$ cat config.mk
export PLATFORM = sky130hd
export DESIGN_NAME = instruction_fetch_controller_flat
export DESIGN_NICKNAME = d
export VERILOG_FILES = /design/src/rtl/instruction_fetch_controller_if.sv /design/src/rtl/instruction_fetch_controller.sv /design/src/flat_wrapper.sv
export SDC_FILE = /design/constraint.sdc
export NUM_CORES = 1
export LEC_CHECK = 0
export ABC_AREA = 1
export ABC_CLOCK_PERIOD_IN_PS = 1900
export BUFFER_PORTS_ARGS = -buffer_cell sky130_fd_sc_hd__buf_2
export CAP_MARGIN = 20
export CORE_MARGIN = 3
export CORE_UTILIZATION = 40
export DETAILED_ROUTE_END_ITERATION = 7
export GPL_ROUTABILITY_DRIVEN = 0
export GPL_TIMING_DRIVEN = 0
export PLACE_DENSITY = 0.74
export SYNTH_ARGS = -nofsm -noshare
export SYNTH_HDL_FRONTEND = slang
export SYNTH_SLANG_ARGS = --single-unit
$ cat constraint.sdc
create_clock -name clk -period 1.9 [get_ports clk]
set_clock_uncertainty 0.1 [all_clocks]
set_input_delay 0.095 -clock clk [delete_from_list [all_inputs] [get_ports clk]]
set_output_delay 0.095 -clock clk [all_outputs]
set_load 0.01 [all_outputs]
$ cat src/rtl/instruction_fetch_controller_if.sv
// Handshake and memory bus between the fetch controller and its surroundings.
// The master modport is the controller side; the slave modport is memory, execute and decode.
interface instruction_fetch_controller_if;
  logic        start;
  logic        mem_load;
  logic [63:0] mem_addr;
  logic [63:0] mem_instruction;
  logic        redirect_valid;
  logic [63:0] redirect_target;
  logic        out_valid;
  logic        out_ready;
  logic [63:0] out_instruction;
  logic [63:0] out_pc;
  logic        busy;
  logic        halted;

  modport master (
    input  start, mem_instruction, redirect_valid, redirect_target, out_ready,
    output mem_load, mem_addr, out_valid, out_instruction, out_pc, busy, halted
  );

  modport slave (
    output start, mem_instruction, redirect_valid, redirect_target, out_ready,
    input  mem_load, mem_addr, out_valid, out_instruction, out_pc, busy, halted
  );
endinterface

$ cat src/rtl/instruction_fetch_controller.sv
// Instruction fetch sequencer: loads program memory, then streams 64-bit words to decode
// through a valid/ready slot, honouring branch redirects and halting outside the program.
//
// state  | meaning
// -------+-----------------------------------------------------------------
// S_IDLE | after reset, waiting for start
// S_LOAD | load strobe issued, waiting LOAD_WAIT cycles for memory to fill
// S_RUN  | fetching one word per cycle into the output slot
// S_HALT | PC left the program; held output drains, start/redirect resume
module instruction_fetch_controller #(
  parameter int unsigned NUM_INSTRUCTIONS = 15,
  parameter int unsigned LOAD_WAIT        = 4,
  parameter logic [63:0] RESET_PC         = 64'd0
) (
  input  logic                                clk,
  input  logic                                rst_n,
  instruction_fetch_controller_if.master      fc
);

  localparam int unsigned CNT_W     = $clog2(LOAD_WAIT + 1);
  localparam logic [63:0] NUM_WORDS = 64'(NUM_INSTRUCTIONS);

  typedef enum logic [1:0] {
    S_IDLE,
    S_LOAD,
    S_RUN,
    S_HALT
  } state_t;

  state_t             state_q;
  logic [63:0]        pc_q;
  logic [CNT_W-1:0]   cnt_q;
  logic               mem_load_q;
  logic               out_valid_q;
  logic [63:0]        out_instruction_q;
  logic [63:0]        out_pc_q;
  logic               busy_q;
  logic               halted_q;

  logic [63:0]        redir_pc;
  logic               redir_in_range;
  logic               pc_in_range;
  logic               slot_free;

  assign redir_pc       = fc.redirect_target & ~64'h7;
  assign redir_in_range = (fc.redirect_target >> 3) < NUM_WORDS;
  assign pc_in_range    = (pc_q >> 3) < NUM_WORDS;
  assign slot_free      = !out_valid_q || fc.out_ready;

  always_ff @(posedge clk or negedge rst_n) begin
    if (!rst_n) begin
      state_q           <= S_IDLE;
      pc_q              <= RESET_PC;
      cnt_q             <= '0;
      mem_load_q        <= 1'b0;
      out_valid_q       <= 1'b0;
      out_instruction_q <= 64'd0;
      out_pc_q          <= 64'd0;
      busy_q            <= 1'b0;
      halted_q          <= 1'b0;
    end else begin
      mem_load_q <= 1'b0;
      case (state_q)
        S_IDLE: begin
          if (fc.start) begin
            state_q     <= S_LOAD;
            pc_q        <= RESET_PC;
            cnt_q       <= CNT_W'(LOAD_WAIT);
            mem_load_q  <= 1'b1;
            out_valid_q <= 1'b0;
            busy_q      <= 1'b1;
            halted_q    <= 1'b0;
          end
        end

        S_LOAD: begin
          cnt_q <= cnt_q - 1'b1;
          if (cnt_q == CNT_W'(1)) begin
            state_q <= S_RUN;
          end
        end

        S_RUN: begin
          if (fc.redirect_valid) begin
            // The redirect flushes the slot even if decode is accepting it this cycle.
            pc_q        <= redir_pc;
            out_valid_q <= 1'b0;
            if (!redir_in_range) begin
              state_q  <= S_HALT;
              busy_q   <= 1'b0;
              halted_q <= 1'b1;
            end
          end else if (!pc_in_range) begin
            state_q     <= S_HALT;
            busy_q      <= 1'b0;
            halted_q    <= 1'b1;
            out_valid_q <= out_valid_q && !fc.out_ready;
          end else if (slot_free) begin
            out_instruction_q <= fc.mem_instruction;
            out_pc_q          <= pc_q;
            out_valid_q       <= 1'b1;
            pc_q              <= pc_q + 64'd8;
          end
        end

        S_HALT: begin
          if (fc.start) begin
            state_q     <= S_LOAD;
            pc_q        <= RESET_PC;
            cnt_q       <= CNT_W'(LOAD_WAIT);
            mem_load_q  <= 1'b1;
            out_valid_q <= 1'b0;
            busy_q      <= 1'b1;
            halted_q    <= 1'b0;
          end else if (fc.redirect_valid) begin
            out_valid_q <= 1'b0;
            if (redir_in_range) begin
              state_q  <= S_RUN;
              pc_q     <= redir_pc;
              busy_q   <= 1'b1;
              halted_q <= 1'b0;
            end
          end else if (fc.out_ready) begin
            out_valid_q <= 1'b0;
          end
        end

        default: begin
          state_q  <= S_IDLE;
          busy_q   <= 1'b0;
          halted_q <= 1'b0;
        end
      endcase
    end
  end

  assign fc.mem_load        = mem_load_q;
  assign fc.mem_addr        = pc_q;
  assign fc.out_valid       = out_valid_q;
  assign fc.out_instruction = out_instruction_q;
  assign fc.out_pc          = out_pc_q;
  assign fc.busy            = busy_q;
  assign fc.halted          = halted_q;

endmodule

$ cat src/flat_wrapper.sv
// flat-port wrapper written by rule: the top's interface ports become plain ports
module instruction_fetch_controller_flat 
#(
  parameter int unsigned NUM_INSTRUCTIONS = 15,
  parameter int unsigned LOAD_WAIT        = 4,
  parameter logic [63:0] RESET_PC         = 64'd0
)
  (clk, rst_n, fc_start, fc_mem_instruction, fc_redirect_valid, fc_redirect_target, fc_out_ready, fc_mem_load, fc_mem_addr, fc_out_valid, fc_out_instruction, fc_out_pc, fc_busy, fc_halted);
  instruction_fetch_controller_if fc_i ();
  input  logic clk;
  input  logic rst_n;
  input wire logic [$bits(fc_i.start)-1:0] fc_start;
  input wire logic [$bits(fc_i.mem_instruction)-1:0] fc_mem_instruction;
  input wire logic [$bits(fc_i.redirect_valid)-1:0] fc_redirect_valid;
  input wire logic [$bits(fc_i.redirect_target)-1:0] fc_redirect_target;
  input wire logic [$bits(fc_i.out_ready)-1:0] fc_out_ready;
  output wire logic [$bits(fc_i.mem_load)-1:0] fc_mem_load;
  output wire logic [$bits(fc_i.mem_addr)-1:0] fc_mem_addr;
  output wire logic [$bits(fc_i.out_valid)-1:0] fc_out_valid;
  output wire logic [$bits(fc_i.out_instruction)-1:0] fc_out_instruction;
  output wire logic [$bits(fc_i.out_pc)-1:0] fc_out_pc;
  output wire logic [$bits(fc_i.busy)-1:0] fc_busy;
  output wire logic [$bits(fc_i.halted)-1:0] fc_halted;
  assign fc_i.start = fc_start;
  assign fc_i.mem_instruction = fc_mem_instruction;
  assign fc_i.redirect_valid = fc_redirect_valid;
  assign fc_i.redirect_target = fc_redirect_target;
  assign fc_i.out_ready = fc_out_ready;
  assign fc_mem_load = fc_i.mem_load;
  assign fc_mem_addr = fc_i.mem_addr;
  assign fc_out_valid = fc_i.out_valid;
  assign fc_out_instruction = fc_i.out_instruction;
  assign fc_out_pc = fc_i.out_pc;
  assign fc_busy = fc_i.busy;
  assign fc_halted = fc_i.halted;
  instruction_fetch_controller #(.NUM_INSTRUCTIONS(NUM_INSTRUCTIONS), .LOAD_WAIT(LOAD_WAIT), .RESET_PC(RESET_PC)) u_core (.clk(clk), .rst_n(rst_n), .fc(fc_i));
endmodule
==> impl_metrics.env <==
export IMPL_outcome="finished, violations left"
export IMPL_failed_checks="negative setup slack"
export IMPL_grt_busiest_layer="met2"
export IMPL_cp_max_fo=5
export IMPL_path_clk_slew_ps=90
export IMPL_crit_path_max_incr_delay_ps=430
export IMPL_ys_ff_latch=195
export IMPL_finalHoldViolations=0
export IMPL_min_path_type="input port to register"
export IMPL_drt_vias_per_instance=5.11
export IMPL_dieArea_um2=28000
export IMPL_placementRows=58
export IMPL_powerDensity_nw_per_um2=1360
export IMPL_clk_latency_ps=440
export IMPL_ys_warn_count=0
export IMPL_ios=329
export IMPL_setup_ws_ps=-224
export IMPL_netlist_instances=1518
export IMPL_cp_data_required_time_ps=2190
export IMPL_antenna_found_initial=4
export IMPL_grt_pass1_vias=11898
export IMPL_drtAntennaViolNets=0
export IMPL_critPathLaunch="u_core.fc.mem_addr[35]"
export IMPL_crit_path_frequent_cell="nand2_2"
export IMPL_htreeDepth=4
export IMPL_setup_viol_count_final=190
export IMPL_grt_setup_unrepaired="true"
export IMPL_synth_top_area_share_pct=46.8
export IMPL_num_nets_final=2203
export IMPL_start_util_pct=41.1
export IMPL_drive_gt1_share_pct=30.4
export IMPL_utilization_pct=62.2
export IMPL_ys_seq_area_share_pct=46.8
export IMPL_core_area_um2=25400
export IMPL_die_h_um=167
export IMPL_synth_area_leaders="dfrtp_1, nand2_1, nor2_1, inv_1, nand3_1"
export IMPL_slowest_stage="dfrtp_2"
export IMPL_cap_violations=0
export IMPL_worst_setup_path_start_kind="register"
export IMPL_firstDrtPassIters=6
export IMPL_place_area_um2=12500
export IMPL_relSlewSlack_pct=54.8
export IMPL_die_x_um=167
export IMPL_synth_top_area_cell="dfrtp_1"
export IMPL_layout_min_cycle_time_ps=2120
export IMPL_worstPathArrival_ps=2410
export IMPL_cp_cell_sequence="inv_2 -> nand4_1 -> nor2_4 -> nand2_2 -> nor2_4 -> nand2_2 -> nand2_2 -> nand2_2 -> nor2_4 -> clkbuf_16 -> clkbuf_16 -> nand2_4 -> nand2_2"
export IMPL_timing_rr_start="u_core.fc.mem_addr[35]"
export IMPL_io_buffers=319
export IMPL_drc_errors=0
export IMPL_worstHoldStart="fc_redirect_target[12]"
export IMPL_fin_area_um2=15800
export IMPL_p_leak_nw=8.51
export IMPL_wl_um=39500
export IMPL_syn_area_um2=10400
export IMPL_place_hpwl_um=27100
export IMPL_met1_usage_pct=32.2
export IMPL_fin_crit_sh_pct=112
export IMPL_fmax_ghz=0.471
export IMPL_syn_area_per_cell_um2=6.87
export IMPL_regArea_um2=4920
export IMPL_worstMarginPinSlew_ps=678
export IMPL_root_buffer="clkbuf_16"
export IMPL_track_usage_pct=27.4
export IMPL_wl_per_cell_um=16.4
export IMPL_maxSlewViolCount=0
export IMPL_worstSetupPathType="register to register"
export IMPL_grt_start_max_net_pins=116
export IMPL_tritoncts="yes"
export IMPL_drt_iter0_drc=1317
export IMPL_clock_sinks=195
export IMPL_numCtsBuffers=17
export IMPL_clockBufferDepth=2
export IMPL_syn_to_final_growth_pct=51.6
export IMPL_use_met3_pct=6.40
export IMPL_vdd_drop_max_uv=825
export IMPL_grt_overflow=0
export IMPL_use_met2_pct=46.9
export IMPL_grt_pass1_wl_um=61700
export IMPL_yosysUniqueCellTypes=35
export IMPL_worst_setup_path_end_kind="register"
export IMPL_vias=12326
export IMPL_multi_input_area_um2=5070
export IMPL_nFillCells=2128
[synth_stat cells]
| cell | n |
|---|---|
| nand3b_1 | 1 |
| nand2_2 | 1 |
| a32o_1 | 1 |
| inv_2 | 4 |
| o21a_1 | 1 |
| a21oi_2 | 1 |
| o21bai_1 | 3 |
| or2_1 | 1 |
| nand2_1 | 661 |
| conb_1 | 1 |
| a21boi_0 | 1 |
| nand3_1 | 80 |
| nor3b_1 | 1 |
| mux2i_1 | 1 |
| a21oi_1 | 21 |
| buf_1 | 1 |
| buf_4 | 7 |
| nand3_2 | 1 |
| buf_2 | 18 |
| nor2_4 | 3 |
| nor2_2 | 12 |
| o22ai_1 | 5 |
| a22o_1 | 1 |
| nor2_1 | 201 |
| clkbuf_1 | 16 |
| dfrtp_1 | 195 |
| nand4_1 | 23 |
| inv_1 | 169 |
| buf_6 | 8 |
| ha_1 | 8 |
| o21ai_1 | 5 |
| o21ai_0 | 57 |
| a211o_1 | 1 |
| nor3_1 | 7 |
| or2_2 | 1 |
[sequential cells by signal, indices dropped and copies added, names as in the netlist]
| signal | count |
|---|---|
| u_core.fc.out_valid | 1 |
| u_core.fc.halted | 1 |
| u_core.cnt_q | 3 |
| u_core.fc.mem_load | 1 |
| u_core.fc.busy | 1 |
| u_core.fc.out_pc | 61 |
| u_core.fc.out_instruction | 64 |
| u_core.state_q | 2 |
| u_core.fc.mem_addr | 61 |
[cell usage in the layout (no fill, tap or decap), types with 42 or more instances in the layout]
master and instances:
o21ai_0 56, nand2_2 42, buf_2 321, dfrtp_1 160, nor2_1 172, buf_4 72, dlygate4sd3_1 125, nand2_1 607
inv_1 162, nand3_1 75
[per-layer routing]
| metal | wire length (um) | vias to the layer above | share of wire, % |
|---|---|---|---|
| met4 | 2010 | 0 | 5.1 |
| met1 | 14500 | 5710 | 37 |
| li1 | - | 5747 | - |
| met3 | 3800 | 155 | 9.6 |
| met2 | 19200 | 714 | 49 |
| met5 | 0 | - | 0 |
[report_power, final]
group	internal (mW)	switching (mW)	total, mW
Sequential	5.77	1.35	7.12
Clock	1.80	1.91	3.71
Combinational	4.44	6.16	10.6
[stage by stage]
step | hold slack (ps) | setup WS (ps) | power (mW) | TNS (ps) | cells
6_report | 21.5 | -224 | 21.4 | -30230 | 2410
4_1_cts | 1.26 | -121 | 20.5 | -15140 | 2395
3_3_place_gp | 197 | -2660 | 14.7 | -594390 | 2172
5_1_grt | 6.10 | -306 | 22.8 | -44500 | 2409
2_1_floorplan | -301 | 5.13 | 11.4 | 0 | 1523
3_5_place_dp | 48.7 | -548 | 14.9 | -90060 | 2173
[what timing repair did]
item                                    in CTS  in global routing
gates resized for setup                    194                 65
cloned                                       4                  2
endpoints found under the hold margin      204                  0
hold buffers                               125                  0
buffers inserted                            61                  8
endpoints found under the setup margin     191                190
pin swaps                                   37                 28
[worst paths after layout]
path / to / slack (ps) / cells after the start
min in group asynchronous: u_core.fc.mem_load / 120 / 2
min reg2reg: u_core.fc.out_instruction[33] / 370 / 2
max: u_core.fc.mem_addr[40] / -220 / 13
max reg2reg: u_core.fc.mem_addr[40] / -220 / 13
max in group asynchronous: u_core.fc.out_pc[10] / 570 / 3
min: u_core.fc.mem_addr[12] / 20 / 5
[worst max-delay path, delay by kind of cell, from the launching register on]
family                 cells  cell delay [ps]
DFF                        1              430
and+or+nand+nor           10             1110
buffers and inverters      3              420
[cell type report]
class	count	share of cell area [%]
clock inverter	14	1.14
tap	330	2.61
clock buffer	18	2.72
timing repair buffer	520	22.6
inverter	173	4.14
buffer	50	3.52
sequential	195	31.2
antenna	5	0.0792
multi-input combinational	1105	32.1
[logic make-up after synthesis]
| family | synth area share [%] |
|---|---|
| buffers and inverters | 9.07 |
| AOI/OAI and AO/OA | 4.99 |
| DFF | 46.8 |
| adders and majority gates | 0.960 |
| muxes | 0.0960 |
| and+or+nand+nor | 38.0 |
| other | 0.0360 |
(Power assumes the default switching activity.)
